`src/rtl/note_sequencer.sv`:
```
// note_sequencer
//
// Plays a 16-entry note table. Each entry holds a 12-bit frequency code
// (0 = rest) and a 4-bit duration in sequencer ticks (0 = end of sequence).
// A note lasts dur ticks with the gate open. It is followed by GAP_TICKS
// silent ticks, and then the next entry starts. One tick is TICK_DIV clk
// cycles long.
//
// Parameters
//   TICK_DIV   clk cycles per sequencer tick (>= 2)
//   GAP_TICKS  silent ticks after every note (>= 1)
//
// Ports
//   clk        system clock
//   rst_n      synchronous active-low reset (the note table is not cleared)
//   start      one-cycle pulse: begin playback at entry 0 (accepted in IDLE only)
//   stop       one-cycle pulse: abort playback (wins over start)
//   load_we    note-table write strobe, ignored while busy or in reset
//   load_addr  note-table write index
//   load_freq  frequency code to write
//   load_dur   duration to write
//   freq       frequency code to the oscillators
//   play       gate to the signal adder
//   busy       high in NOTE or GAP
//   step_idx   index of the entry being played
//   done       one-cycle pulse when playback completes
//
// Build option
//   SEQ_LOOP_EN  when defined, reaching the end of the sequence restarts at
//                entry 0 instead of returning to IDLE. Only stop or reset
//                ends playback.

module note_sequencer #(
    parameter int TICK_DIV  = 12500000,
    parameter int GAP_TICKS = 1
) (
    input  logic        clk,
    input  logic        rst_n,
    input  logic        start,
    input  logic        stop,
    input  logic        load_we,
    input  logic [3:0]  load_addr,
    input  logic [11:0] load_freq,
    input  logic [3:0]  load_dur,
    output logic [11:0] freq,
    output logic        play,
    output logic        busy,
    output logic [3:0]  step_idx,
    output logic        done
);

    localparam int PW = (TICK_DIV > 1) ? $clog2(TICK_DIV) : 1;
    localparam int GW = $clog2(GAP_TICKS + 1);
    localparam int TW = (GW > 4) ? GW : 4;
    localparam logic [PW-1:0] PMAX     = PW'(TICK_DIV - 1);
    localparam logic [TW-1:0] GAP_LAST = TW'(GAP_TICKS - 1);

    typedef enum logic [1:0] {S_IDLE, S_NOTE, S_GAP} state_t;

    logic [11:0] tbl_freq [16];
    logic [3:0]  tbl_dur  [16];

    state_t        state, state_nxt;
    logic [PW-1:0] presc, presc_nxt;
    logic [TW-1:0] tcnt, tcnt_nxt;
    logic [3:0]    cur_dur, cur_dur_nxt;
    logic [11:0]   freq_nxt;
    logic          play_nxt;
    logic          done_nxt;
    logic [3:0]    idx_nxt;

    logic          tick;
    logic [3:0]    idx_inc;
    logic          seq_end;
    logic [TW-1:0] note_last;
    logic          load_note;
    logic [3:0]    load_sel;
    logic          go_idle;

    assign tick      = (presc == PMAX);
    assign idx_inc   = step_idx + 4'd1;
    // The end is reached after entry 15, or when the next entry is a marker.
    assign seq_end   = (step_idx == 4'd15) || (tbl_dur[idx_inc] == 4'd0);
    // The duration is latched at note entry and is never 0 while in NOTE.
    assign note_last = TW'(cur_dur - 4'd1);

    // The table has no reset. Writes are accepted only while idle and out of reset.
    always_ff @(posedge clk) begin
        if (rst_n && load_we && !busy) begin
            tbl_freq[load_addr] <= load_freq;
            tbl_dur[load_addr]  <= load_dur;
        end
    end

    always_comb begin
        state_nxt   = state;
        presc_nxt   = tick ? '0 : presc + PW'(1);
        tcnt_nxt    = tcnt;
        cur_dur_nxt = cur_dur;
        freq_nxt    = freq;
        play_nxt    = play;
        idx_nxt     = step_idx;
        done_nxt    = 1'b0;
        load_note   = 1'b0;
        load_sel    = 4'd0;
        go_idle     = 1'b0;

        case (state)
            S_IDLE: begin
                presc_nxt = '0;
                if (start && !stop) begin
                    if (tbl_dur[0] != 4'd0) begin
                        load_note = 1'b1;
                        load_sel  = 4'd0;
                    end else begin
                        done_nxt = 1'b1;
                    end
                end
            end
            S_NOTE: begin
                if (stop) begin
                    go_idle = 1'b1;
                end else if (tick) begin
                    if (tcnt == note_last) begin
                        // Close the gate. freq keeps its value through the gap.
                        state_nxt = S_GAP;
                        play_nxt  = 1'b0;
                        tcnt_nxt  = '0;
                        presc_nxt = '0;
                    end else begin
                        tcnt_nxt = tcnt + TW'(1);
                    end
                end
            end
            S_GAP: begin
                if (stop) begin
                    go_idle = 1'b1;
                end else if (tick) begin
                    if (tcnt == GAP_LAST) begin
                        if (seq_end) begin
`ifdef SEQ_LOOP_EN
                            load_note = 1'b1;
                            load_sel  = 4'd0;
`else
                            go_idle  = 1'b1;
                            done_nxt = 1'b1;
`endif
                        end else begin
                            load_note = 1'b1;
                            load_sel  = idx_inc;
                        end
                    end else begin
                        tcnt_nxt = tcnt + TW'(1);
                    end
                end
            end
            default: begin
                state_nxt = S_IDLE;
            end
        endcase

        if (go_idle) begin
            state_nxt = S_IDLE;
            freq_nxt  = '0;
            play_nxt  = 1'b0;
            idx_nxt   = 4'd0;
            tcnt_nxt  = '0;
            presc_nxt = '0;
        end

        // Sample the entry now. Later table contents cannot affect this note.
        if (load_note) begin
            state_nxt   = S_NOTE;
            idx_nxt     = load_sel;
            freq_nxt    = tbl_freq[load_sel];
            play_nxt    = (tbl_freq[load_sel] != 12'd0);
            cur_dur_nxt = tbl_dur[load_sel];
            tcnt_nxt    = '0;
            presc_nxt   = '0;
        end
    end

    always_ff @(posedge clk) begin
        if (!rst_n) begin
            state    <= S_IDLE;
            presc    <= '0;
            tcnt     <= '0;
            cur_dur  <= '0;
            freq     <= '0;
            play     <= 1'b0;
            busy     <= 1'b0;
            step_idx <= '0;
            done     <= 1'b0;
        end else begin
            state    <= state_nxt;
            presc    <= presc_nxt;
            tcnt     <= tcnt_nxt;
            cur_dur  <= cur_dur_nxt;
            freq     <= freq_nxt;
            play     <= play_nxt;
            busy     <= (state_nxt != S_IDLE);
            step_idx <= idx_nxt;
            done     <= done_nxt;
        end
    end

endmodule

```
`config.mk`:
```
export PLATFORM = sky130hd
export DESIGN_NAME = note_sequencer
export DESIGN_NICKNAME = d
export VERILOG_FILES = /design/src/rtl/note_sequencer.sv
export SDC_FILE = /design/constraint.sdc
export NUM_CORES = 1
export LEC_CHECK = 0
export BUFFER_PORTS_ARGS = -buffer_cell sky130_fd_sc_hd__buf_2
export CORE_MARGIN = 1
export CORE_UTILIZATION = 30
export CTS_CLUSTER_DIAMETER = 50
export DETAILED_ROUTE_END_ITERATION = 8
export PLACE_DENSITY = 0.51
export SLEW_MARGIN = 20
export SYNTH_ARGS = -nofsm -noshare
export SYNTH_HDL_FRONTEND = slang
export SYNTH_SLANG_ARGS = --single-unit
```
`constraint.sdc`:
```
create_clock -name clk -period 3.9 [get_ports clk]
set_clock_uncertainty 0.1 [all_clocks]
set_input_delay 0.78 -clock clk [delete_from_list [all_inputs] [get_ports clk]]
set_output_delay 0.78 -clock clk [all_outputs]
set_load 0.03 [all_outputs]
```
# --- After elaboration in Yosys (flattened, before gate mapping) ---
# Memories as Yosys holds them, arrays and structs flattened. A register that Yosys moved wholly into a read port is not among the register bits.
# Index checks and enable logic that the tools add are counted.
op_classes:
  n_addsub: 4
  n_eq_ne: 11
  muxes: 52
  bitwise_logic: 1
  reduce_logical: 22
ops:
  columns: ["operator", "count"]
  rows:
  - ["2-to-1 mux 24 bit", 4]
  - ["2-to-1 mux 4 bit", 13]
  - ["case mux 24 bit (2 select lines)", 1]
  - ["adder 24 x 1 -> 24 bit, second input constant", 1]
  - ["== test 24 bit, second input constant", 1]
  - ["2-to-1 mux 12 bit", 2]
  - ["2-to-1 mux 1 bit", 22]
  - ["nonzero test 12 bit", 1]
  - ["2-to-1 mux 2 bit", 5]
  - ["inequality test 2 bit, second input constant", 5]
  - ["nonzero test 3 bit", 3]
  - ["adder 4 x 1 -> 4 bit, second input constant", 2]
  - ["logical NOT 4 bit", 2]
  - ["case mux 4 bit (2 select lines)", 1]
  - ["case mux 1 bit (2 select lines)", 3]
  - ["AND reduction 6 bit", 1]
  - ["nonzero test 2 bit", 3]
  - ["== test 4 bit", 1]
  - ["== test 4 bit, second input constant", 1]
  - ["case mux 2 bit (2 select lines)", 1]
  - ["AND reduction 4 bit", 1]
  - ["nonzero test 4 bit", 1]
  - ["subtractor 4 x 1 -> 4 bit, second input constant", 1]
  - ["logical AND 1 bit", 3]
  - ["other kinds (9)", 11]
word_totals:
  regBits: 49
  mem_bits_rw: 256
  output_inout_bits: 19
  word_cells: 100
  memories: 2
memory_table:
  columns: ["memory", "depth", "width", "rd", "rd_clocked_by_memory_dff", "wr", "line_no", "source"]
  rows:
  - ["tbl_freq", 16, 12, 1, 0, 1, "60", "logic [11:0] tbl_freq [16];"]
  - ["tbl_dur", 16, 4, 3, 1, 1, "61", "logic [3:0] tbl_dur [16];"]

# --- Depth between registers and ports, before layout ---
# An unclocked memory read counts as a cell.
logic_depth:
  depth_word: 12
  depth_mapped: 14
  depth_no_buf: 11

# --- Worst setup path after synthesis ---
# OpenSTA, ideal clock, no wires.
synth_path:
  path_kind: "register to register"
  from: "register step_idx[1]"
  to: "register cur_dur[3] (read register of tbl_dur)"
  setup_ns: 0.132
  arrival_time_ns: 3.351
  path_slack_ns: 0.317
  stages_incl_launch_ff: 13
  path_buffers: 2
  synth_period_minus_slack_ns: 3.583
  cell_sequence: "dfxtp_1 > ha_1 > buf_2 > nor2_1 > o2bb2a_4 > a211o_1 > and2_4 > buf_6 > o211ai_4 > mux4_2 > mux2_2 > nand2_1 > a31oi_1"
synth_via:
  elab_chain_len: 9
  elab_cells_between_ends: 15
  classes_between: "add/sub: 1; eq/ne: 1; mux: 10; reduce/logical: 2; memory: 1"
synth_rtl:
  columns: ["element", "line_no", "source"]
  rows:
  - ["start, declared", "48", "output logic [3:0] step_idx,"]
  - ["start signal, assigned", "202", "step_idx <= idx_nxt;"]
  - ["adder 4 x 1 -> 4 bit", "81", "assign idx_inc = step_idx + 4'd1;"]
  - ["memory read (16 x 4 bit)", null, null]
  - ["logical NOT 4 bit", "83", "assign seq_end = (step_idx == 4'd15) || (tbl_dur[idx_inc] == 4'd0);"]
  - ["logical OR 1 bit", "83", null]
  - ["2-to-1 mux 1 bit or 2-to-1 mux 4 bit (tied branches)", "140", "if (seq_end) begin"]
  - ["2-to-1 mux 1 bit or 2-to-1 mux 4 bit (tied branches)", "139", "if (tcnt == GAP_LAST) begin"]
  - ["2-to-1 mux 1 bit or 2-to-1 mux 4 bit (tied branches)", "138", "end else if (tick) begin"]
  - ["2-to-1 mux 1 bit or 2-to-1 mux 4 bit (tied branches)", "136", "if (stop) begin"]
  - ["case mux 1 bit (2 select lines) or 2-to-1 mux 4 bit (tied branches)", null, null]
  - ["end, declared", "66", "logic [3:0] cur_dur, cur_dur_nxt;"]
# Parallel ways exist; a longest one is shown, timed or not.
# A chain may end at the register's enable or synchronous reset.

# --- Worst setup path in the final report ---
layout_path:
  from: "register step_idx[0]"
  to: "register play"
layout_via:
  elab_chain_len: 12
  elab_cells_between_ends: 29
  classes_between: "add/sub: 1; eq/ne: 2; mux: 17; reduce/logical: 7; memory: 2"
layout_rtl:
  columns: ["element", "line_no", "source"]
  rows:
  - ["adder 4 x 1 -> 4 bit", "81", null]
  - ["memory read (16 x 4 bit)", null, null]
  - ["logical NOT 4 bit", "83", null]
  - ["logical OR 1 bit", "83", null]
  - ["2-to-1 mux 4 bit", "140", null]
  - ["2-to-1 mux 4 bit", "139", null]
  - ["2-to-1 mux 4 bit", "138", null]
  - ["2-to-1 mux 4 bit", "136", null]
  - ["2-to-1 mux 4 bit", null, null]
  - ["memory read (16 x 12 bit)", null, null]
  - ["nonzero test 12 bit", "176", "play_nxt = (tbl_freq[load_sel] != 12'd0);"]
  - ["2-to-1 mux 1 bit", "172", "if (load_note) begin"]
  - ["end signal, assigned", "200", "play <= play_nxt;"]
  - ["end, declared", "46", "output logic play,"]
# Parallel ways exist; a longest one is shown, timed or not.

==> qor.csv <==
metric,value,unit
status,completed,
Post-Place Cells,1600,
TNS Setup,0,ns
critical path class,reg -> reg,
detailed placement HPWL,25500,um
reg2reg setup slack,0.19,ns
"Top FF cell, synth",edfxtp_1,
clock slew at reported path FFs,0.06,ns
Critical Path RT,4.20,ns
most used routing layer in global routing,met2,
Avg WL per Cell,22.5,um
final cell count without fillers,1667,
synthesized netlist cell count,946,
Slew @ Worst Pin,0.644,ns
GRT Total Usage,0.172,
PD cells,457,mW/mm2
area of the mapped netlist,0.0131,mm2
clock root cell,clkbuf_16,
first-pass GRT wire length,55400,um
number of synthesis warnings,0,
"Hold Vio Cnt, Final",0,
Max-cap violations,0,
Port Buf Inserts,43,
Core ar.,0.0430,mm2
minimum clock period,3.71,ns
# nets final,1088,
TritonCTS Buffers,37,
clock sinks,309,
WL final,37500,um
n_diodes,0,
register area share after synthesis,0.670,
Placer Congestion,0.859,
TritonRoute pass-1 iters,5,
post-synthesis net count,980,
syn avg cell area,13.8,um2
Global Route met3 Usage,0.0351,
Max-slew headroom,0.570,
antenna-violating nets left,0,
Initial Utilization,0.304,
CP Max Fanout,55,
H-tree Lvls,2,
GRT met1 Usage,0.230,
DR vias,8469,
final slew viol count,0,
DRC viols,0,
layout cell share with drive strength beyond 1,0.230,
depth of the worst register-to-register path,12,
Die Ht,211,um
latest clock arrival within the worst-skew pair,0.54,ns
Unique masters post-synth,73,
IO Pins,44,
worst-path cell chain,"buf_12, and2_1, o21ai_0, a21oi_1, o22ai_2, buf_4, a21oi_2, buf_4, o21ai_0, or4_1, nor4_1, a41oi_2",
Worst setup EP type,flop,
worst reg2reg path startpoint,step_idx[0],
Max Buffers Root-to-Sink,3,
Detailed Route Iter0 Violations,728,
initial antenna violation count,1,
Hold Path Class,reg -> reg,
total gr overflow,0,
Critical path origin,step_idx[0],
GR Util met2,0.275,
Startpoint Class,flop,
Leakage,0.00516,uW
Max stage delay on crit path,0.54,ns
Worst VDD drop,223,uV
Setup-failing EPs final,0,
Die ar.,0.0444,mm2
f_max,0.270,GHz
Rows,76,
largest net degree at the start of global routing,56,
CP arrival,4.01,ns
CTS tree,built,
Die Width,211,um
vias in the first global route,8373,
worst reg2reg path endpoint,play,
period utilization,0.951,
number of synthesized flops with an enable pin,256,
end of the critical path,play,
routed vias/inst,5.08,
Crit-path slowest cell,a21oi_1,
Yosys reg bits,309,
RSZ-0062 raised after global routing,no,
ys async rst share,0,
area growth from synthesis to layout,20.2,%
## worst max-delay path, delay by kind of cell, from the launching register on
kind                   cells  cell delay, ns
AO/OA/AOI/OAI              6            1.41
buffers and inverters      3            0.66
AND/OR/NAND/NOR            3            1.04
flip-flops                 1            0.37
## through the flow
step / utilization / setup slack (ns) / hold WS, ns / cell area (um2) / total power (uW)
CTS: 0.365 / 0.167 / 0.371 / 15700 / 7270
global route: 0.365 / 0.0484 / 0.390 / 15700 / 7410
finish: 0.365 / 0.190 / 0.362 / 15700 / 7180
detailed placement: 0.337 / 0.177 / 0.357 / 14500 / 3850
global placement: 0.337 / 0.317 / 0.350 / 14500 / 3850
floorplan: - / 0.317 / 0.330 / 13100 / 3750
## cells by family (layout without fill, tap and decap cells)
| group | Yosys count | count (layout) | synth area share |
|---|---|---|---|
| AOI/OAI and AO/OA | 177 | 177 | 0.0936 |
| xor gates and xnor gates | 31 | 31 | 0.0208 |
| adders and majority gates | 9 | 9 | 0.00862 |
| buffers and inverters | 56 | 192 | 0.0181 |
| DFF | 309 | 309 | 0.670 |
| muxes | 64 | 64 | 0.0769 |
| and+or+nand+nor | 300 | 300 | 0.112 |
## area by class of cell
type / count / area, um2
tap: 585 / 732
timing repair buffer: 112 / 796
inverter: 13 / 48.8
clock inverter: 16 / 155
clock buffer: 51 / 1060
fill: 4177 / 27300
sequential: 309 / 8750
multi-input combinational: 581 / 4160
## layer usage
layer,routed length (um),part of all wire
met5,17,0.00045
met4,1110,0.030
met3,2030,0.054
met2,17700,0.47
met1,16700,0.44
## how the worst min path moves through the flow
stage / from / end / slack (ns) / cells past startpoint
6_report: presc[0] / presc[0] / 0.36 / 1
5_1_grt: freq[6] / freq[6] / 0.39 / 2
4_1_cts: presc[0] / presc[0] / 0.37 / 1
3_5_place_dp: presc[0] / presc[0] / 0.36 / 1
3_3_place_gp: presc[0] / presc[0] / 0.35 / 1
2_1_floorplan: presc[0] / presc[0] / 0.33 / 1
## cell usage in the layout (no fill, tap or decap), types with 15 or more instances in the layout
master       n
edfxtp_1   256
nand2_1     89
nor2_1      65
buf_4       64
dfxtp_1     52
o21ai_0     43
buf_2       43
clkbuf_16   38
a21oi_1     31
mux4_2      28
nand3_1     25
mux2i_1     25
xor2_1      20
nor4_1      15
## where the power goes
part / switching, uW / internal [uW]
registers: 15.9 / 3600
clock network: 1350 / 2050
logic: 122 / 44.5
total: 1490 / 5690
## cells in the mapped netlist, types with 4 or more instances
| master | number | area, um2 |
|---|---|---|
| o21ai_1 | 5 | 25.0 |
| dfxtp_1 | 53 | 1060 |
| nor2b_1 | 6 | 37.5 |
| a211o_1 | 4 | 35.0 |
| a21oi_1 | 31 | 155 |
| and3_1 | 10 | 62.6 |
| a32oi_1 | 4 | 35.0 |
| a31oi_1 | 12 | 75.1 |
| nor3_1 | 14 | 70.1 |
| mux2i_1 | 25 | 250 |
| o31ai_1 | 4 | 30.0 |
| buf_2 | 15 | 75.1 |
| nand3_1 | 25 | 125 |
| inv_1 | 13 | 48.8 |
| nand2b_1 | 9 | 56.3 |
| a311oi_1 | 6 | 52.6 |
| nor4_1 | 15 | 93.8 |
| xnor2_1 | 11 | 96.3 |
| o211ai_1 | 8 | 60.1 |
| nand2_1 | 89 | 334 |
| mux2_2 | 11 | 124 |
| a211oi_1 | 11 | 82.6 |
| edfxtp_1 | 256 | 7690 |
| or2_2 | 6 | 37.5 |
| nor3b_1 | 5 | 37.5 |
| clkbuf_1 | 24 | 90.1 |
| xor2_1 | 20 | 175 |
| mux4_2 | 28 | 631 |
| o22ai_1 | 7 | 43.8 |
| nor2_1 | 77 | 289 |
| o221ai_1 | 4 | 35.0 |
| o21ai_0 | 43 | 215 |
| ha_1 | 9 | 113 |
| a22o_1 | 8 | 70.1 |
| and2_1 | 10 | 62.6 |
| nand4_1 | 12 | 75.1 |
| a21boi_0 | 5 | 37.5 |
## timing repair
item | in CTS | in global routing
hold buffers | 0 | 0
resized for setup | 0 | 2
endpoints found under the setup margin | 0 | 1
buffers inserted | 0 | 0
## registers in the layout, indices dropped and copies added (netlist names)
register	count
tbl_freq	192
step_idx	4
cur_dur	4
done	1
tcnt	4
presc	24
busy	1
state	2
tbl_dur	64
play	1
freq	12
No activity file was read; power rests on OpenSTA's default activity.
